--- config.mk ---
export PLATFORM = sky130hd
export DESIGN_NAME = multiplicador_seq_top
export DESIGN_NICKNAME = d
export VERILOG_FILES = /design/src/rtl/multiplicador_seq_pkg.sv /design/src/rtl/mult_add_shift_step.sv /design/src/rtl/multiplicador_seq_top.sv
export SDC_FILE = /design/constraint.sdc
export NUM_CORES = 1
export LEC_CHECK = 0
export BUFFER_PORTS_ARGS = -buffer_cell sky130_fd_sc_hd__buf_2
export CELL_PAD_IN_SITES_DETAIL_PLACEMENT = 1
export CELL_PAD_IN_SITES_GLOBAL_PLACEMENT = 2
export CORE_MARGIN = 1.5
export CORE_UTILIZATION = 30
export CTS_BUF_LIST = sky130_fd_sc_hd__clkbuf_2
export DETAILED_ROUTE_END_ITERATION = 7
export PLACE_DENSITY_LB_ADDON = 0.1
export REMOVE_ABC_BUFFERS = 1
export SLEW_MARGIN = 10
export SYNTH_ARGS = -nofsm -noshare
export SYNTH_HDL_FRONTEND = slang
export SYNTH_SLANG_ARGS = --single-unit
export TNS_END_PERCENT = 30
--- constraint.sdc ---
create_clock -name clk_i -period 5.6 [get_ports clk_i]
set_input_delay 0.28 -clock clk_i [delete_from_list [all_inputs] [get_ports clk_i]]
set_output_delay 0.28 -clock clk_i [all_outputs]
set_load 0.02 [all_outputs]
--- src/rtl/multiplicador_seq_pkg.sv ---
// Shared definitions for the sequential shift-and-add multiplier:
// operand width, FSM state encoding and bit-counter sizing.
package multiplicador_seq_pkg;

    localparam int unsigned ALU_WIDTH = 8;

    typedef enum logic [1:0] {
        ST_IDLE = 2'd0,
        ST_RUN  = 2'd1,
        ST_DONE = 2'd2
    } state_e;

    // Counter must hold the value WIDTH itself, not just WIDTH-1.
    function automatic int unsigned cnt_width(input int unsigned w);
        return $clog2(w + 1);
    endfunction

    localparam int unsigned ALU_CNT_W = $clog2(ALU_WIDTH + 1);

endpackage

--- src/rtl/mult_add_shift_step.sv ---
// One combinational shift-and-add step: conditionally add the multiplicand
// into the upper half of the accumulator, then shift right by one.
module mult_add_shift_step #(
    parameter int unsigned WIDTH = 8
) (
    input  logic [2*WIDTH:0]  acc_i,
    input  logic [WIDTH-1:0]  mcand_i,
    input  logic              lsb_i,
    output logic [2*WIDTH:0]  acc_o
);

    logic [2*WIDTH:0] addend;
    logic [2*WIDTH:0] sum;

    // Sum cannot overflow 2*WIDTH+1 bits: the shifted accumulator stays below 2^(2*WIDTH).
    always_comb begin
        addend = '0;
        if (lsb_i) begin
            addend = {1'b0, mcand_i, WIDTH'(0)};
        end
        sum   = acc_i + addend;
        acc_o = sum >> 1;
    end

endmodule

--- src/rtl/multiplicador_seq_top.sv ---
// Sequential unsigned multiplier: one multiplier bit per cycle, full
// 2*WIDTH product with overflow flag, start/busy/done handshake.
module multiplicador_seq_top
    import multiplicador_seq_pkg::*;
#(
    parameter int unsigned WIDTH = ALU_WIDTH
) (
    input  logic             clk_i,
    input  logic             rst_i,
    input  logic             start_i,
    input  logic [WIDTH-1:0] data0_i,
    input  logic [WIDTH-1:0] data1_i,
    output logic             busy_o,
    output logic             done_o,
    output logic [WIDTH-1:0] result_o,
    output logic [WIDTH-1:0] result_hi_o,
    output logic             overflow_o
);

    localparam int unsigned CW = cnt_width(WIDTH);
    localparam int unsigned AW = 2 * WIDTH + 1;

    state_e           state_q,    state_d;
    logic [WIDTH-1:0] mcand_q,    mcand_d;
    logic [WIDTH-1:0] mplier_q,   mplier_d;
    logic [AW-1:0]    acc_q,      acc_d;
    logic [CW-1:0]    cnt_q,      cnt_d;
    logic             busy_q,     busy_d;
    logic             done_q,     done_d;
    logic [WIDTH-1:0] result_q,   result_d;
    logic [WIDTH-1:0] result_hi_q, result_hi_d;
    logic             overflow_q, overflow_d;
    logic [AW-1:0]    acc_step;
    logic             accept;

    mult_add_shift_step #(
        .WIDTH (WIDTH)
    ) u_step (
        .acc_i   (acc_q),
        .mcand_i (mcand_q),
        .lsb_i   (mplier_q[0]),
        .acc_o   (acc_step)
    );

    // Next-state and output-register logic.
    always_comb begin
        state_d     = state_q;
        mcand_d     = mcand_q;
        mplier_d    = mplier_q;
        acc_d       = acc_q;
        cnt_d       = cnt_q;
        done_d      = 1'b0;
        result_d    = result_q;
        result_hi_d = result_hi_q;
        overflow_d  = overflow_q;
        accept      = 1'b0;

        case (state_q)
            ST_IDLE: begin
                accept = start_i;
            end
            ST_RUN: begin
                acc_d    = acc_step;
                mplier_d = mplier_q >> 1;
                cnt_d    = cnt_q - CW'(1);
                if (cnt_q == CW'(1)) begin
                    state_d = ST_DONE;
                end
            end
            ST_DONE: begin
                done_d      = 1'b1;
                result_d    = acc_q[WIDTH-1:0];
                result_hi_d = acc_q[2*WIDTH-1:WIDTH];
                overflow_d  = |acc_q[2*WIDTH-1:WIDTH];
                state_d     = ST_IDLE;
                accept      = start_i;
            end
            default: begin
                state_d = ST_IDLE;
            end
        endcase

        // A zero operand skips the iteration; the cleared accumulator is already the product.
        if (accept) begin
            mcand_d  = data0_i;
            mplier_d = data1_i;
            acc_d    = '0;
            cnt_d    = CW'(WIDTH);
            state_d  = ((data0_i == '0) || (data1_i == '0)) ? ST_DONE : ST_RUN;
        end

        busy_d = (state_d == ST_RUN);
    end

    always_ff @(posedge clk_i or posedge rst_i) begin
        if (rst_i) begin
            state_q     <= ST_IDLE;
            mcand_q     <= '0;
            mplier_q    <= '0;
            acc_q       <= '0;
            cnt_q       <= '0;
            busy_q      <= 1'b0;
            done_q      <= 1'b0;
            result_q    <= '0;
            result_hi_q <= '0;
            overflow_q  <= 1'b0;
        end else begin
            state_q     <= state_d;
            mcand_q     <= mcand_d;
            mplier_q    <= mplier_d;
            acc_q       <= acc_d;
            cnt_q       <= cnt_d;
            busy_q      <= busy_d;
            done_q      <= done_d;
            result_q    <= result_d;
            result_hi_q <= result_hi_d;
            overflow_q  <= overflow_d;
        end
    end

    assign busy_o      = busy_q;
    assign done_o      = done_q;
    assign result_o    = result_q;
    assign result_hi_o = result_hi_q;
    assign overflow_o  = overflow_q;

endmodule

# --- Word-level counts from Yosys, hierarchy flattened ---
# Index checks and enable logic that the tools add are counted.
classes:
  add_sub_neg: 2
  multipliers: 0
  div_mod_pow: 0
  order_cmp: 0
  n_eq_ne: 4
  shift: 0
  mux: 13
  n_bitwise: 0
  reduce_logical: 7
ops:
  columns: ["op", "n"]
  rows:
  - ["$mux 17", 2]
  - ["$add 17x16->17", 1]
  - ["$logic_not 8->1", 2]
  - ["$mux 16", 1]
  - ["$mux 8", 2]
  - ["$mux 4", 2]
  - ["$reduce_or 8->1", 1]
  - ["$mux 2", 3]
  - ["$eq 2x1->1 const B", 2]
  - ["$eq 4x1->1 const B", 1]
  - ["$pmux 2 s2", 1]
  - ["$sub 4x1->4 const B", 1]
  - ["$eq 2x2->1 const B", 1]
  - ["$logic_not 2->1", 1]
  - ["$mux 1", 2]
  - ["$reduce_bool 2->1", 1]
  - ["$reduce_or 2->1", 1]
  - ["$logic_or 1x1->1", 1]
totals:
  reg_bits: 58
  latchBits: 0
  ram_bits: 0
  romBits: 0
  in_bits: 19
  output_inout_bits: 19
  n_memories: 0

# --- Longest topological paths before layout ---
depth:
  depth_word: 5
  ltp_mapped: 7

# --- Cells and area by module ---
# From an unflattened synthesis, not the netlist that was laid out.
hier_totals:
  hier_cells: 251
  hier_area_um2: 2810.2
modules_own_cells:
  columns: ["module", "n_inst", "cells_each", "area_per_inst_um2"]
  rows:
  - ["multiplicador_seq_top", 1, 194, 2361.0]
  - ["mult_add_shift_step", 1, 57, 449.2]

# --- Worst setup path after synthesis ---
# OpenSTA, ideal clock, no wires.
synth_timing:
  path_type: "reg-to-reg"
  start: "reg mplier_q[0]"
  end: "reg acc_q[15]"
  setup_time_ns: 0.121
  arrival_ns: 1.890
  t_required_ns: 5.479
  slack_ns: 3.590
  path_stages_with_launch: 8
  n_path_buf: 0
  period_less_slack_ns: 2.010
  path_cell_list: "dfrtp_1 and2_1 ha_1 fa_1 a21o_2 a221oi_2 o21ai_1 a22o_1"
synth_via:
  elab_chain_cells: 4
synth_rtl:
  columns: ["item", "line", "source"]
  rows:
  - ["start, declared", "multiplicador_seq_top.sv:25", "logic [WIDTH-1:0] mplier_q, mplier_d;"]
  - ["start signal, assigned", "multiplicador_seq_top.sv:110", "mplier_q <= mplier_d;"]
  - ["$mux 16", "mult_add_shift_step.sv:18", "if (lsb_i) begin"]
  - ["$add 17x16->17", "mult_add_shift_step.sv:21", "sum = acc_i + addend;"]
  - ["$mux 17", "multiplicador_seq_top.sv:58", "case (state_q)"]
  - ["$mux 17", "multiplicador_seq_top.sv:84", "if (accept) begin"]
  - ["end signal, assigned", "multiplicador_seq_top.sv:100", "acc_q <= '0;"]
  - ["end signal, assigned", "multiplicador_seq_top.sv:111", "acc_q <= acc_d;"]
  - ["end, declared", "multiplicador_seq_top.sv:26", "logic [AW-1:0] acc_q, acc_d;"]
# Every way passes these cells. The select of a mux whose other input is x is not followed.
# A chain may end at the register's enable or synchronous reset.

# --- Worst setup path after layout ---
# Ends and elaborated chain as after synthesis.

==> results.ini <==
[run_status]
outcome=complete, no violations

[global_routing]
antenna_found_initial=0
first_global_vias=2040
grt_pass1_wl_um=10300
gr-total-overflow=0
track_usage_pct=15.0
grt_max_degree=58

[cts]
insertion_delay_ps=490
cts_hold_buf=15
root_buffer=clkbuf_2
cts_setup_buffers=0
cts_tree=built
htreeDepth=3
cts.sinks=57
clk_pin_slew_ps=210
cts_buffer_depth=2
post_cts_resized=0
cts_buffers=9

[timing]
rsz0062_at_grt=false
fin_skew_ps=38.9
fin_crit_sh_pct=38.3
final.setup.tns_ps=0
slew_violations=0
finalHoldViolations=0
setup_viol=0
min_period_ps=2140
fmax_mhz=466
slew_headroom_pct=30.0
max_slew.worst_pin.slew_ps=1050

[cells_and_area]
antennaDiodeCount=0
area_growth_pct=22.0
finalNonFillerCells=400
drive_gt1_share_pct=21.0
nNetsFinal=320
fillers=949

[power]
ir_drop_v=0.000218
pwr-share-clk_pct=19.8
power.total_uw=1660
combPwrFrac_pct=38.9
p_seq_share_pct=41.4
switching_share_pct=40.3
p_per_area_nw_per_um2=520
p_int_uw=992
power_switching_uw=669
p_leak_uw=0.00165

[routing]
via_per_inst=4.85
routed_wl_um=6080
wl_met2_um=2690
antenna_left=0
post_drt_wl_per_cell_um=15.2
drt_iter0_markers=51
vias=1939
firstDrtPassIters=4
wl_met3_um=198
wl_met1_um=3080
top_layer_used=met4
drc=0

[placement]
place_hpwl_um=4020
dp_cells=369
port_buffers=37
gp_congestion=0.797

[yosys]
syn_area_um2=2620
synth_cells=235
synth_area_per_cell_um2=11.2
synth_most_common_cell=dfrtp_1
synth-seq-cells=57
synthTopCellsByCount=dfrtp_1 (57), nand2_1 (50), mux2_1 (16), a22o_1 (12), ha_1 (10)
synthArstFlopShare_pct=100
seq_area_frac_synth_pct=54.4
synthTopCellsByArea=dfrtp_1 (54%), nand2_1 (7.2%), mux2_1 (6.9%), ha_1 (4.8%), a22o_1 (4.0%)
synthFlopType=dfrtp_1
synth_top_area_cell=dfrtp_1
synth_top_area_share_pct=54.4
synth_cell_type_count=38
yosys_warnings=0
synth_edf_count=0

[critical_path]
setup.worst_path.start_class=flip-flop
crit_family=compound AO/OA/AOI/OAI gates
required_ps=6010
crit_path_end_kind=flip-flop
cp.buffers_inverters=0
worstSetupPathType=flip-flop to flip-flop
cpMaxStageDelayCell=dfrtp_1
critPathMaxFanout=9
startpoint=mplier_q[0]
crit-reg2reg-launch=mplier_q[0]
critPathArrivalTime_ps=2560
slowest_delay_ps=470
crit_chain=and2_1 -> ha_1 -> fa_1 -> a21o_2 -> a221oi_2 -> o21ai_1 -> a22o_1

[floorplanning]
initial_core_util_pct=31.4
die_w_um=96.5
io_pins=38
die_area_um2=9310
coreArea_um2=8340
die_y_um=96.5
rows=33

[run]
timing.max_cap.violations=0

[worst_hold_path]
hp-start=data1_i[5]
hold_class=input port to flip-flop

final timing paths:
| path | endpoint | slack [ps] | cells after the start |
|---|---|---|---|
| worst max-delay path | acc_q[15] | 3460 | 7 |
| worst min-delay path | mplier_q[5] | 60 | 3 |
| worst max register to register | acc_q[15] | 3460 | 7 |
| worst min register to register | mcand_q[5] | 490 | 2 |
| max in group asynchronous | mcand_q[4] | 4570 | 4 |
| min in group asynchronous | result_hi_o[7] | 510 | 4 |
layout make-up:
type                       instances  area [um^2]  share of cell area, %
multi-input combinational        162         1110                   34.9
timing repair buffer              55          358                   11.2
inverter                           5         18.8                  0.587
clock buffer                       9         45.0                   1.41
clock inverter                     7          103                   3.21
sequential                        57         1430                   44.6
tap                              105          131                   4.11
routing by layer:
layer	global-route usage [%]	vias to the layer above
li1	-	937
met1	20.0	957
met2	23.4	35
met3	3.52	10
met4	6.16	0
met5	0	-
placed cells by master (no fill, tap or decap), types with 2 or more instances in the layout:
master         Yosys  final
a21o_1             2      2
a21oi_1            5      5
a22o_1            12     12
a22oi_1            9      9
and2_1             8      8
buf_2              7     37
buf_4              1      3
bufinv_16          0      2
clkbuf_2           0      9
clkinv_4           0      2
dfrtp_1           57     57
dlygate4sd3_1      0     15
ha_1              10     10
inv_1              5      4
inv_6              0      2
mux2_1            16     16
nand2_1           50     50
nand2b_1           5      5
nand3_1            2      2
nor2_1             5      5
nor2b_1            2      2
nor3b_1            2      2
nor4_1             6      6
o21ai_1            6      6
o22ai_1            2      2
xnor2_1            2      2
xor2_1             4      4
state kept, by name, indices dropped and copies added (netlist names):
register	cells
done_o	1
state_q	2
acc_q	16
cnt_q	4
mcand_q	8
overflow_o	1
mplier_q	8
busy_o	1
result_hi_o	8
result_o	8
worst min-delay path, cell delays in order:
cell and delay (ps):
buf_2 100, a22oi_1 70, nand2_1 60
power by group through the flow:
stage,sequential [uW],combinational (uW),clock (uW)
after floorplan,719,414,0
after global placement,696,644,0
after detailed placement,701,649,0
after CTS,692,658,346
after global routing,719,735,364
final,687,645,328
stage by stage:
step / util [%] / setup WS [ps] / hold WS (ps) / area, um^2
after floorplan: - / 3590 / 385 / 2560
after global placement: 34.8 / 3480 / 457 / 2900
after detailed placement: 34.8 / 3410 / 461 / 2900
after CTS: 38.3 / 3440 / 8.64 / 3200
after global routing: 38.3 / 3290 / 22.5 / 3200
final: 38.3 / 3460 / 64.4 / 3200
kinds of logic (layout without fill, tap and decap cells):
family / count (synthesis) / count (layout) / synth area share (%)
AOI/OAI and AO/OA: 44 / 44 / 12.5
xor gates and xnor gates: 6 / 6 / 2.00
adders and majority gates: 11 / 11 / 5.54
buffers and inverters: 16 / 76 / 3.06
DFF: 57 / 57 / 54.4
muxes: 17 / 17 / 7.26
and+or+nand+nor: 84 / 84 / 15.3
No activity file was read; power rests on OpenSTA's default activity.
